--- src/rtl/ctmm_pkg.sv ---
// Shared CTMM capability types: register layout, permission bit positions,
// fault codes and field accessors used by the SWITCH/SAVE/mLoad engines.
package ctmm_pkg;

    typedef struct packed {
        logic [63:0] word3_seal;
        logic [63:0] word2_limit;
        logic [63:0] word1_base;
        logic [63:0] word0_gt;
    } capability_reg_t;

    // Permission field lives in word0_gt[57:48]; these are bit indices within it.
    localparam int unsigned PERM_LSB   = 48;
    localparam int unsigned PERM_WIDTH = 10;
    localparam int unsigned PERM_L     = 4;
    localparam int unsigned PERM_S     = 5;

    typedef enum logic [2:0] {
        FAULT_NONE    = 3'd0,
        FAULT_PERM    = 3'd1,
        FAULT_BOUNDS  = 3'd2,
        FAULT_TIMEOUT = 3'd3
    } fault_type_t;

    function automatic logic [63:0] get_word0_gt(input capability_reg_t cap);
        return cap.word0_gt;
    endfunction

    function automatic logic [63:0] get_word1_base(input capability_reg_t cap);
        return cap.word1_base;
    endfunction

    function automatic logic [63:0] get_word2_limit(input capability_reg_t cap);
        return cap.word2_limit;
    endfunction

    function automatic logic [PERM_WIDTH-1:0] get_perms(input capability_reg_t cap);
        return cap.word0_gt[PERM_LSB +: PERM_WIDTH];
    endfunction

endpackage

--- src/rtl/ctmm_save.sv ---
// SAVE engine: reads CR8+target and writes its GT word into the C-List held
// in CRd at a bounded index, through a single-beat acknowledged write channel.
module ctmm_save
    import ctmm_pkg::*;
#(
    parameter int unsigned ACK_TIMEOUT = 255
) (
    input  logic            clk,
    input  logic            rst_n,
    input  logic            save_start,
    input  logic [2:0]      cr_dst,
    input  logic [2:0]      target,
    input  logic [9:0]      index,
    output logic            save_busy,
    output logic            save_complete,
    output logic            save_fault,
    output fault_type_t     fault_type,
    output logic [3:0]      cr_rd_addr,
    input  capability_reg_t cr_rd_data,
    output logic [63:0]     mem_addr,
    output logic            mem_wr_en,
    output logic [63:0]     mem_wr_data,
    input  logic            mem_wr_ack
);

    typedef enum logic [2:0] {
        IDLE,
        RD_CL_ADDR,
        RD_CL_DATA,
        CHECK,
        RD_SYS_ADDR,
        RD_SYS_DATA,
        WRITE
    } state_t;

    localparam logic [15:0] ACK_LAST = 16'(ACK_TIMEOUT - 1);

    state_t       state_reg, state_next;
    logic [2:0]   cr_dst_reg, cr_dst_next;
    logic [2:0]   target_reg, target_next;
    logic [9:0]   index_reg, index_next;
    logic [63:0]  cl_base_reg, cl_base_next;
    logic [63:0]  cl_limit_reg, cl_limit_next;
    logic         cl_perm_s_reg, cl_perm_s_next;
    logic [15:0]  ack_cnt_reg, ack_cnt_next;
    logic         complete_reg, complete_next;
    logic         fault_reg, fault_next;
    fault_type_t  fault_type_reg, fault_type_next;
    logic [63:0]  mem_addr_reg, mem_addr_next;
    logic [63:0]  mem_wr_data_reg, mem_wr_data_next;
    logic [PERM_WIDTH-1:0] cr_perms;
    logic         unused_cr_bits;

    assign cr_perms       = get_perms(cr_rd_data);
    assign unused_cr_bits = ^cr_rd_data.word3_seal;

    always_comb begin
        state_next       = state_reg;
        cr_dst_next      = cr_dst_reg;
        target_next      = target_reg;
        index_next       = index_reg;
        cl_base_next     = cl_base_reg;
        cl_limit_next    = cl_limit_reg;
        cl_perm_s_next   = cl_perm_s_reg;
        ack_cnt_next     = ack_cnt_reg;
        complete_next    = 1'b0;
        fault_next       = 1'b0;
        fault_type_next  = fault_type_reg;
        mem_addr_next    = mem_addr_reg;
        mem_wr_data_next = mem_wr_data_reg;
        cr_rd_addr       = 4'd0;
        mem_wr_en        = 1'b0;

        case (state_reg)
            IDLE: begin
                if (save_start) begin
                    cr_dst_next     = cr_dst;
                    target_next     = target;
                    index_next      = index;
                    fault_type_next = FAULT_NONE;
                    state_next      = RD_CL_ADDR;
                end
            end
            RD_CL_ADDR: begin
                cr_rd_addr = {1'b0, cr_dst_reg};
                state_next = RD_CL_DATA;
            end
            RD_CL_DATA: begin
                cl_base_next   = get_word1_base(cr_rd_data);
                cl_limit_next  = get_word2_limit(cr_rd_data);
                cl_perm_s_next = cr_perms[PERM_S];
                state_next     = CHECK;
            end
            CHECK: begin
                if (!cl_perm_s_reg) begin
                    fault_next      = 1'b1;
                    fault_type_next = FAULT_PERM;
                    state_next      = IDLE;
                end else if ({54'd0, index_reg} >= cl_limit_reg) begin
                    fault_next      = 1'b1;
                    fault_type_next = FAULT_BOUNDS;
                    state_next      = IDLE;
                end else begin
                    state_next = RD_SYS_ADDR;
                end
            end
            RD_SYS_ADDR: begin
                cr_rd_addr = 4'd8 + {1'b0, target_reg};
                state_next = RD_SYS_DATA;
            end
            RD_SYS_DATA: begin
                // Entries are 8 bytes; the sum wraps silently at 2^64.
                mem_wr_data_next = get_word0_gt(cr_rd_data);
                mem_addr_next    = cl_base_reg + {51'd0, index_reg, 3'b000};
                ack_cnt_next     = 16'd0;
                state_next       = WRITE;
            end
            WRITE: begin
                mem_wr_en = 1'b1;
                if (mem_wr_ack) begin
                    complete_next = 1'b1;
                    state_next    = IDLE;
                end else if (ack_cnt_reg == ACK_LAST) begin
                    fault_next      = 1'b1;
                    fault_type_next = FAULT_TIMEOUT;
                    state_next      = IDLE;
                end else begin
                    ack_cnt_next = ack_cnt_reg + 16'd1;
                end
            end
            default: state_next = IDLE;
        endcase
    end

    always_ff @(posedge clk or negedge rst_n) begin
        if (!rst_n) begin
            state_reg       <= IDLE;
            cr_dst_reg      <= 3'd0;
            target_reg      <= 3'd0;
            index_reg       <= 10'd0;
            cl_base_reg     <= 64'd0;
            cl_limit_reg    <= 64'd0;
            cl_perm_s_reg   <= 1'b0;
            ack_cnt_reg     <= 16'd0;
            complete_reg    <= 1'b0;
            fault_reg       <= 1'b0;
            fault_type_reg  <= FAULT_NONE;
            mem_addr_reg    <= 64'd0;
            mem_wr_data_reg <= 64'd0;
        end else begin
            state_reg       <= state_next;
            cr_dst_reg      <= cr_dst_next;
            target_reg      <= target_next;
            index_reg       <= index_next;
            cl_base_reg     <= cl_base_next;
            cl_limit_reg    <= cl_limit_next;
            cl_perm_s_reg   <= cl_perm_s_next;
            ack_cnt_reg     <= ack_cnt_next;
            complete_reg    <= complete_next;
            fault_reg       <= fault_next;
            fault_type_reg  <= fault_type_next;
            mem_addr_reg    <= mem_addr_next;
            mem_wr_data_reg <= mem_wr_data_next;
        end
    end

    assign save_busy     = (state_reg != IDLE);
    assign save_complete = complete_reg;
    assign save_fault    = fault_reg;
    assign fault_type    = fault_type_reg;
    assign mem_addr      = mem_addr_reg;
    assign mem_wr_data   = mem_wr_data_reg;

endmodule

--- config.mk ---
export PLATFORM = sky130hd
export DESIGN_NAME = ctmm_save
export DESIGN_NICKNAME = d
export VERILOG_FILES = /design/src/rtl/ctmm_pkg.sv /design/src/rtl/ctmm_save.sv
export SDC_FILE = /design/constraint.sdc
export NUM_CORES = 1
export LEC_CHECK = 0
export ABC_AREA = 1
export BUFFER_PORTS_ARGS = -buffer_cell sky130_fd_sc_hd__buf_2
export CORE_MARGIN = 1
export CORE_UTILIZATION = 57
export DETAILED_ROUTE_END_ITERATION = 8
export PLACE_DENSITY = 0.86
export RECOVER_POWER = 50
export SYNTH_ARGS = -nofsm -noshare
export SYNTH_HDL_FRONTEND = slang
export SYNTH_SLANG_ARGS = --single-unit
--- constraint.sdc ---
create_clock -name clk -period 3.1 [get_ports clk]
set_clock_uncertainty 0.05 [all_clocks]
set_input_delay 0.62 -clock clk [delete_from_list [all_inputs] [get_ports clk]]
set_output_delay 0.62 -clock clk [all_outputs]
set_load 0.01 [all_outputs]
==> results.toml <==
[floorplanning]
die_w_um = 161
io-pin-count = 415
rows = 57
initial_core_util = 0.588
die-area_um2 = 26000
coreArea_um2 = 24600
die_y_um = 161

[cells_and_area]
drive_above_1_share = 0.237
final_cell_count_no_fill = 2419
final_cell_mix = "634 x nand2_1, 312 x buf_2, 296 x dfrtp_1"
postLayoutCoreUtil = 0.715
layout.nets = 2365
final_area_um2 = 17600
multi_input_area_um2 = 6330
area_growth_pct = 21.6
ff_latch_area_um2 = 7410
fill_cells = 1866
final_common_cell = "nand2_1"

[power]
cellInternalPower_w = 0.0111
powerDensity_nw_per_um2 = 1060
p_clk_frac = 0.212
p_seq_frac = 0.377
swShare = 0.405
power_switching_w = 0.00753
power.static_leakage_nw = 9.16
pwr-share-comb = 0.410
irDropWorstVdd_v = 0.000770

[worst_hold_path]
min_path_cells = 3
hp-class = "primary input to flop"

[sta]
setup_tns_ns = 0
tightestPinTransition_ns = 2.19
fin_crit_sh = 0.906
setup_viol_count_final = 0
max_freq_ghz = 0.356
slew_headroom = -0.460
fin_ws_ns = 0.291
maxSlewViolCount = 76
hold_viol = 0
rsz0062_at_grt = "false"
fin_crit_ns = 2.81

[placed_design]
place_ws_ns = 0.482
dpl-instance-area_um2 = 16600
dp_cells = 2357
io_buffers = 349
dp_hpwl_um = 31800
place_congestion = 0.992

[grt]
grt_pass1_vias = 12800
grt_max_degree = 116
grt_first_pass_wirelength_um = 67100
grt.total_usage = 0.332
antenna_found_initial = 8
grt.overflow.total = 0

[detailed_routing]
route.detailed.drc = 0
vias = 13200
routed_wl_um = 42900
drtIter0Drc = 1010
drt_pre_antenna_iters = 8
viasPerCell = 5.44
post_drt_wl_per_cell_um = 17.8
ant_nets = 0

[setup_path]
path_max_fanout = 55
arrival_ns = 3.18
cp-end-kind = "flop"
crit_type = "flop to flop"
worstSetupStartpointType = "flop"
critPathRequiredTime_ns = 3.47
r2r_cells = 5

[clock_network]
cts_made_buffers = 31
clkTransAtPathRegs_ns = 0.06
cts_max_path_buffers = 3
cts_resized = 0
clock_sinks = 296
clock-root-buffer = "clkbuf_16"
clk_latency_ns = 0.57
post-cts-setup-buffer-count = 0
htree_num_levels = 1
cts_tree = "done"
hold_buffers = 0

[logic_synthesis]
synth_ff_type = "dfrtp_1"
synth_nets = 2022
yosysWarnings = 0
netlist_area_um2 = 14500
syn_avg_cell_area_um2 = 8.40
netlist_instances = 1723
yosysSeqAreaShare = 0.512
ys_types = 39
async_reset_ff_frac = 1.00
ys_seq_elements = 296
synth_edf_count = 0

[flow_run]
drv_cap = 1

[run_status]
violations = "capacitance limit, slew limit"
status = "finished with violations"
==> metrics by stage <==
| step | total power [W] | hold slack, ns |
|---|---|---|
| 3_5_place_dp | 0.0146 | 0.403 |
| 3_3_place_gp | 0.0142 | 0.400 |
| 6_report | 0.0186 | 0.190 |
| 2_1_floorplan | 0.0117 | 0.274 |
| 5_1_grt | 0.0197 | 0.193 |
| 4_1_cts | 0.0186 | 0.0149 |
==> final timing paths <==
path                                        startpoint                           end  slack, ns
max                           state_reg[2]$_DFFE_PN0P_   cl_base_reg[59]$_DFFE_PN0P_       0.29
min                                     cr_rd_data[40]   mem_wr_data[40]$_DFFE_PN0P_       0.19
max reg2reg                   state_reg[2]$_DFFE_PN0P_   cl_base_reg[59]$_DFFE_PN0P_       0.29
min reg2reg                mem_wr_data[47]$_DFFE_PN0P_   mem_wr_data[47]$_DFFE_PN0P_       0.42
max in group asynchronous                        rst_n  cl_limit_reg[38]$_DFFE_PN0P_       0.70
min in group asynchronous                        rst_n   cl_limit_reg[9]$_DFFE_PN0P_       0.64
==> cell type report <==
class	instances	area share
sequential	296	0.421
multi-input combinational	1246	0.360
timing repair buffer	362	0.107
clock buffer	41	0.0485
inverter	129	0.0277
tap	324	0.0230
clock inverter	15	0.0129
antenna	6	0.000853
==> cells in the mapped netlist (8+ instances only) <==
library cell	number	area, um^2
nand2_1	633	2380
dfrtp_1	296	7410
nor2_1	168	631
inv_1	126	473
mux2_2	102	1150
nand3_1	88	440
a21oi_1	51	255
nand4_1	34	213
nor3_1	28	140
o21ai_0	28	140
buf_2	22	110
ha_1	22	275
clkbuf_1	18	67.6
xnor2_1	17	149
xor2_1	16	140
nand3b_1	14	105
o21ai_1	14	70.1
buf_1	8	30.0
==> cells by family after synthesis <==
logic type                 Yosys count  synth area share
adders and majority gates           23            0.0204
AOI/OAI and AO/OA                  100            0.0360
DFF                                296             0.512
other                                1          0.000259
muxes                              102            0.0793
buffers and inverters              181            0.0508
xor gates and xnor gates            33            0.0200
and+or+nand+nor                    987             0.282
==> critical path: stages, from the launching register on <==
cell and delay, ns:
dfrtp_1 0.41, inv_1 0.17, nand3_1 0.82, clkbuf_4 0.73, nor2_1 0.35, a21oi_1 0.07
==> power by group through the flow <==
stage | Combinational (W) | Clock, W | Sequential, W
3_3_place_gp | 0.00732 | 0 | 0.00693
4_1_cts | 0.00767 | 0.00397 | 0.00697
2_1_floorplan | 0.00467 | 0 | 0.00707
5_1_grt | 0.00837 | 0.00412 | 0.00722
3_5_place_dp | 0.00761 | 0 | 0.00700
6_report | 0.00763 | 0.00394 | 0.00701
==> metal layers <==
layer / vias to the layer above / wire [um] / track usage
li1: 6191 / - / -
met1: 6274 / 17400 / 0.430
met2: 578 / 20500 / 0.552
met3: 105 / 3310 / 0.0611
met4: 4 / 1700 / 0.135
met5: - / 21 / 0
(Power assumes the default switching activity.)
